[config.mk]
export PLATFORM = sky130hd
export DESIGN_NAME = hdmi_8pix_pack
export DESIGN_NICKNAME = d
export VERILOG_FILES = /design/src/rtl/hdmi_8pix_pack.sv
export SDC_FILE = /design/constraint.sdc
export NUM_CORES = 1
export LEC_CHECK = 0
export ABC_AREA = 1
export CORE_MARGIN = 2
export CORE_UTILIZATION = 55
export DETAILED_ROUTE_END_ITERATION = 6
export GPL_ROUTABILITY_DRIVEN = 0
export PLACE_DENSITY_LB_ADDON = 0.05
export SYNTH_ARGS = -nofsm -noshare
export SYNTH_HDL_FRONTEND = slang
export SYNTH_SLANG_ARGS = --single-unit
[constraint.sdc]
create_clock -name clock -period 11.2 [get_ports clock]
set_clock_uncertainty 0.1 [all_clocks]
set_input_delay 2.24 -clock clock [delete_from_list [all_inputs] [get_ports clock]]
set_output_delay 2.24 -clock clock [all_outputs]
set_load 0.02 [all_outputs]
[src/rtl/hdmi_8pix_pack.sv]
// hdmi_8pix_pack: packs a stream of 8-bit intensity pixels into 64-bit
// framebuffer words (pixel 0 in byte 0) and writes them to memory through a
// req/ack port. Start-of-frame resynchronises the word address to the frame
// base, flushing any partially filled word first.
module hdmi_8pix_pack #(
    parameter logic [18:0] ADDR_BASE   = 19'd0,
    parameter logic [18:0] FRAME_WORDS = 19'd38400
) (
    input  logic        clock,
    input  logic        reset,
    input  logic        pix_valid,
    output logic        pix_ready,
    input  logic [7:0]  pix_data,
    input  logic        pix_sof,
    output logic        wr_en,
    output logic [18:0] wr_addr,
    output logic [63:0] wr_data,
    output logic [7:0]  wr_be,
    input  logic        wr_ack,
    output logic        frame_wrap,
    output logic        err_short
);

    localparam logic [18:0] ADDR_LAST = ADDR_BASE + FRAME_WORDS - 19'd1;

    // Pixel-side state
    logic [2:0]  r_count;
    logic [55:0] r_acc;
    logic [18:0] r_nxt;
    logic        r_err_short;

    // Write-port state
    logic        r_wr_en;
    logic [18:0] r_wr_addr;
    logic [63:0] r_wr_data;
    logic [7:0]  r_wr_be;
    logic        r_wr_last;
    logic        r_frame_wrap;

    logic        w_slot_free;
    logic        w_ready;
    logic        w_accept;
    logic        w_full;
    logic        w_flush;
    logic        w_load;
    logic [18:0] w_nxt_inc;
    logic [63:0] w_flush_data;
    logic [7:0]  w_flush_be;

    // The output slot can take a new word if it is empty or being acked now.
    assign w_slot_free = !r_wr_en || wr_ack;

    // A pixel only has to wait for the slot when it would emit a word:
    // the 8th byte of a word, or an sof that must flush a partial word.
    assign w_ready  = !reset && ((r_count == 3'd0) || w_slot_free ||
                                 ((r_count != 3'd7) && !pix_sof));
    assign w_accept = pix_valid && w_ready;
    assign w_full   = w_accept && !pix_sof && (r_count == 3'd7);
    assign w_flush  = w_accept && pix_sof && (r_count != 3'd0);
    assign w_load   = w_full || w_flush;

    assign w_nxt_inc = (r_nxt == ADDR_LAST) ? ADDR_BASE : (r_nxt + 19'd1);

    // Partial-word image: only the lanes already filled are kept and enabled.
    generate
        for (genvar gi = 0; gi < 7; gi++) begin : g_flush_lane
            assign w_flush_data[gi*8 +: 8] = (3'(gi) < r_count) ? r_acc[gi*8 +: 8] : 8'h00;
            assign w_flush_be[gi]          = (3'(gi) < r_count);
        end
    endgenerate
    assign w_flush_data[63:56] = 8'h00;
    assign w_flush_be[7]       = 1'b0;

    // Accumulate accepted pixels, track the next word address, flag short frames.
    always_ff @(posedge clock or posedge reset) begin
        if (reset) begin
            r_count     <= 3'd0;
            r_acc       <= 56'd0;
            r_nxt       <= ADDR_BASE;
            r_err_short <= 1'b0;
        end else begin
            r_err_short <= 1'b0;
            if (w_accept) begin
                if (pix_sof) begin
                    // Mid-frame sof: either a partial word or an unaligned address.
                    r_err_short <= (r_count != 3'd0) || (r_nxt != ADDR_BASE);
                    r_nxt       <= ADDR_BASE;
                    r_acc       <= {48'd0, pix_data};
                    r_count     <= 3'd1;
                end else if (r_count == 3'd7) begin
                    r_nxt   <= w_nxt_inc;
                    r_acc   <= 56'd0;
                    r_count <= 3'd0;
                end else begin
                    for (int i = 0; i < 7; i++) begin
                        if (r_count == 3'(i)) begin
                            r_acc[i*8 +: 8] <= pix_data;
                        end
                    end
                    r_count <= r_count + 3'd1;
                end
            end
        end
    end

    // Output slot: load a new word when one is emitted, otherwise retire on ack.
    always_ff @(posedge clock or posedge reset) begin
        if (reset) begin
            r_wr_en   <= 1'b0;
            r_wr_addr <= ADDR_BASE;
            r_wr_data <= 64'd0;
            r_wr_be   <= 8'h00;
            r_wr_last <= 1'b0;
        end else if (w_load) begin
            r_wr_en   <= 1'b1;
            r_wr_addr <= r_nxt;
            if (w_full) begin
                r_wr_data <= {pix_data, r_acc};
                r_wr_be   <= 8'hFF;
                r_wr_last <= (r_nxt == ADDR_LAST);
            end else begin
                r_wr_data <= w_flush_data;
                r_wr_be   <= w_flush_be;
                r_wr_last <= 1'b0;
            end
        end else if (r_wr_en && wr_ack) begin
            r_wr_en <= 1'b0;
        end
    end

    // Pulse once when the final full word of a frame has been accepted.
    always_ff @(posedge clock or posedge reset) begin
        if (reset) begin
            r_frame_wrap <= 1'b0;
        end else begin
            r_frame_wrap <= r_wr_en && wr_ack && r_wr_last;
        end
    end

    assign pix_ready  = w_ready;
    assign wr_en      = r_wr_en;
    assign wr_addr    = r_wr_addr;
    assign wr_data    = r_wr_data;
    assign wr_be      = r_wr_be;
    assign frame_wrap = r_frame_wrap;
    assign err_short  = r_err_short;

endmodule

* Word-level counts from Yosys, hierarchy flattened
Cells that the tools add are included.
** Storage, ports and cells
- Bits of input ports :: 13
- Output and inout bits :: 95
- Bits in registers :: 173
- Word-level logic and storage cells :: 99
** Operators by class
- $lt $le $gt $ge :: 7
- Reductions and logical operators :: 37
- $add $sub $neg :: 2
- Mux-type cells :: 28
- Eq/ne operators :: 9
** Operators by type and width (number)
- two-way mux 8 bit :: 15
- two-way mux 56 bit :: 2
- two-way mux 64 bit :: 1
- two-way mux 19 bit :: 3
- nonzero test 3 bit :: 8
- adder 19 x 1 -> 19 bit (second input constant) :: 1
- == test 19 x 16 -> 1 bit (second input constant) :: 1
- nonzero test 19 bit :: 1
- AND reduction 2 bit :: 8
- == test 3 bit (second input constant) :: 4
- logical AND 1 bit :: 9
- less-than comparator 3 bit (first input constant) :: 3
- == test 3 x 2 -> 1 bit (second input constant) :: 2
- less-than comparator 1 x 3 -> 1 bit (first input constant) :: 2
- less-than comparator 2 x 3 -> 1 bit (first input constant) :: 2
- two-way mux 3 bit :: 2
- logical OR 1 bit :: 5
- two-way mux 1 bit :: 5
- nonzero test 2 bit :: 2
- adder 3 x 1 -> 3 bit (second input constant) :: 1
- == test 3 x 1 -> 1 bit (second input constant) :: 1
- logical NOT 1 bit :: 3
- logical NOT 3 bit :: 1
- inequality test 3 bit (second input constant) :: 1

* Depth between registers and ports, before layout
- Depth in word-level cells :: 10
- Gate-level depth with buffers :: 12
- Mapped depth without buffers :: 10

* Least setup slack after synthesis
OpenSTA, ideal clock, no wires.
- Path kind :: input to output
- Start :: in reset
- End :: out pix_ready
- Cell stages on the path :: 3
- Setup slack :: 2.492 ns
- Buffers on the path :: 0
- Data required time :: 8.860 ns
- Arrival time :: 6.368 ns
- Cell sequence :: inv_1 nand2_1 inv_1
** Between the ends
- Cells in the longest elaborated chain, start to end :: 2
** RTL lines
- start: declaration :: line 10 : input logic reset,
- logical NOT 1 bit (no line)
- logical AND 1 bit :: line 55 : assign w_ready = !reset && ((r_count == 3'd0) || w_slot_free ||
- end: declaration :: line 12 : output logic pix_ready,
No other way between the ends.

* Final worst setup path
- Start :: in pix_sof
- End :: out pix_ready
** Between the ends
- Cells in the longest elaborated chain, start to end :: 4
** RTL lines
- start: declaration :: line 14 : input logic pix_sof,
- logical NOT 1 bit :: line 56 : ((r_count != 3'd7) && !pix_sof));
- logical AND 1 bit :: line 56
- logical OR 1 bit :: line 55
- logical AND 1 bit :: line 55
No other way between the ends.

==> impl_metrics.yaml <==
status:
  status: "finished, final reports clean"
sta:
  final-hold-violation-count: 0
  fin_crit_ns: 6.40
  max_freq_mhz: 156
  finalSetupViolations: 0
  fin_tns_setup_ns: 0
  fin_crit_sh: 0.571
  rsz0062_at_grt: "no"
  tightest_slew_ns: 1.06
  drv_slew: 0
  slew_headroom: 0.289
logic_synthesis:
  yosysWarnings: 0
  synth.top_cells.by_area: "dfrtp_1, nand2_1, nand3_1"
  synthDistinctLibCells: 37
  synth.top_cell.area_share: 0.541
  synth-seq-area-share: 0.541
  syn_inst: 923
  syn_area_um2: 8010
  yosys_register_bits: 173
  synth_area_per_cell_um2: 8.67
  synth_nets: 942
  yosys.area.top_type: "dfrtp_1"
power_and_ir_drop:
  seqPwrFrac: 0.437
  power_frac_clock: 0.361
  power.internal_mw: 1.26
  p_per_area_nw_per_um2: 184
  power_leakage_nw: 4.74
  peakVddDrop_uv: 116
  power_switching_mw: 0.512
  switching_share: 0.288
  combPwrFrac: 0.202
routing:
  remaining_drc_errors: 0
  drt-wirelength-per-cell_um: 16.2
  firstDrtPassIters: 5
  drtIter0Drc: 487
  vias: 6481
  drt-total-wl_mm: 19.4
  viasPerCell: 5.42
  drtAntennaViolNets: 0
global_routing:
  grtUsageTotal: 0.258
  grt_max_degree: 76
  antenna_found_initial: 0
  grt-ovfl-total: 0
  grt_pass1_wl_mm: 32.2
  grt_pass1_vias: 6253
clock_tree:
  post_cts_buffers: 0
  clkSinkCount: 173
  cts-resized-gates: 0
  cts.htree.levels: 4
  ctsHoldBuffers: 0
  tritoncts: "built"
  cts_buffer_depth: 2
  root_buffer: "clkbuf_16"
  cts_made_buffers: 17
  clkTransAtPathRegs_ns: 0.06
  clk_latency_ns: 0.43
die:
  ios: 108
  die_h_um: 125
  start_util: 0.557
  fp.dieArea_um2: 15500
  core_area_um2: 14400
  rows: 44
  die_w_um: 125
final_layout:
  final_cells: 1195
  mostFrequentLayoutCells: "nand2_1, dfrtp_1, nand3_1"
  areaGrowthSynthToFinish_pct: 20.6
  utilization: 0.672
  regArea_um2: 4330
  drive_gt1_frac: 0.0574
  nets: 1017
  multi_input_area_um2: 3160
  diodes: 0
  layout_commonest_cell: "nand2_1"
  fill_cells: 1240
setup_path:
  ff2ff_path_depth: 9
  worstPathArrival_ns: 4.06
  end_kind: "output pin"
  cp.required_ns: 8.86
  critPathMaxFanout: 13
  start_kind: "input pin"
  critical_path_class: "in2out"
min_path:
  whs_path_depth: 2
  hp-class: "reg2reg"
flow_run:
  maxCapViolations: 0
place:
  dpl.cell_count: 1163
  hpwl_mm: 12.5
  io_buffers: 107
-- cells in the mapped netlist --
cell type and count:
o21ai_4 1, buf_4 7, a21boi_0 48, clkinv_2 1, buf_6 8, xor2_1 7, and3_1 1, nand2_4 5
nand3b_1 2, nand3_1 119, nand4_4 2, inv_2 2, xnor2_1 2, nand3_2 1, nor2_1 28, nand4_1 4
inv_1 44, o21ai_0 61, nor4_1 1, clkbuf_1 14, nor2_4 1, o2111ai_1 8, ha_1 6, a21oi_1 3
dfrtp_1 173, clkinv_1 1, nor3_1 5, buf_12 1, o21ai_2 1, nand3_4 1, or2_2 2, a31oi_1 1
o21ai_1 11, nor2_2 1, nand2_1 321, buf_2 26, nand2_2 3
-- worst max-delay path: stages --
cell	delay, ns
clkdlybuf4s50_1	0.56
inv_1	0.09
nand2_2	0.28
nand3_4	0.17
nand2_1	0.14
inv_1	0.05
clkdlybuf4s50_1	0.53
-- metrics by stage --
step                hold WS, ns  cell area [um2]  worst slack [ns]  power (mW)
floorplan                 0.347             8010              2.49       0.994
global placement          0.358             9010              4.82        1.14
detailed placement        0.367             9010              4.80        1.15
CTS                       0.382             9650              4.80        1.79
global route              0.400             9650              4.69        1.86
finish                    0.377             9650              4.80        1.78
-- power by group through the flow --
stage	clock network, mW	logic [mW]	registers [mW]
final	0.641	0.360	0.776
after global routing	0.676	0.394	0.787
after CTS	0.646	0.364	0.776
after detailed placement	0	0.361	0.785
after global placement	0	0.356	0.785
after floorplan	0	0.164	0.830
-- sequential cells by signal (all words and copies together) (netlist names) --
register and count:
r_count 3, frame_wrap 1, wr_en 1, err_short 1, wr_data 64, r_wr_last 1, r_nxt 19, r_acc 56
wr_be 8, wr_addr 19
-- cell type report --
class	count	share of cell area
clock buffers	22	0.0502
clock inverters	10	0.0165
inverters	48	0.0193
multi-input cells	646	0.327
flip-flops and latches	173	0.448
well taps	184	0.0238
repair buffers	112	0.115
-- routing by layer --
| layer | track usage | part of all wire |
|---|---|---|
| met4 | 0.0925 | 0.024 |
| met3 | 0.0412 | 0.036 |
| met5 | 0 | 0 |
| met1 | 0.369 | 0.46 |
| met2 | 0.405 | 0.48 |
-- worst paths after layout --
| check | endpoint | slack, ns | start |
|---|---|---|---|
| min in group asynchronous | r_acc[43] | 2.13 | reset |
| hold reg to reg | r_acc[40] | 0.38 | r_acc[40] |
| max in group asynchronous | wr_data[58] | 7.69 | reset |
| hold / removal | r_acc[40] | 0.38 | r_acc[40] |
| setup reg to reg | wr_data[2] | 7.22 | r_count[2] |
| setup / recovery | pix_ready | 4.80 | pix_sof |
-- kinds of logic (layout without fill, tap and decap cells) --
| logic type | after synthesis | count (layout) | share of synthesized area |
|---|---|---|---|
| compound gates | 134 | 134 | 0.105 |
| simple gates | 497 | 497 | 0.270 |
| flops | 173 | 173 | 0.541 |
| fa+ha+maj | 6 | 6 | 0.00938 |
| buf+inv | 104 | 192 | 0.0658 |
| xor+xnor | 9 | 9 | 0.00985 |
No activity file was read; power rests on OpenSTA's default activity.
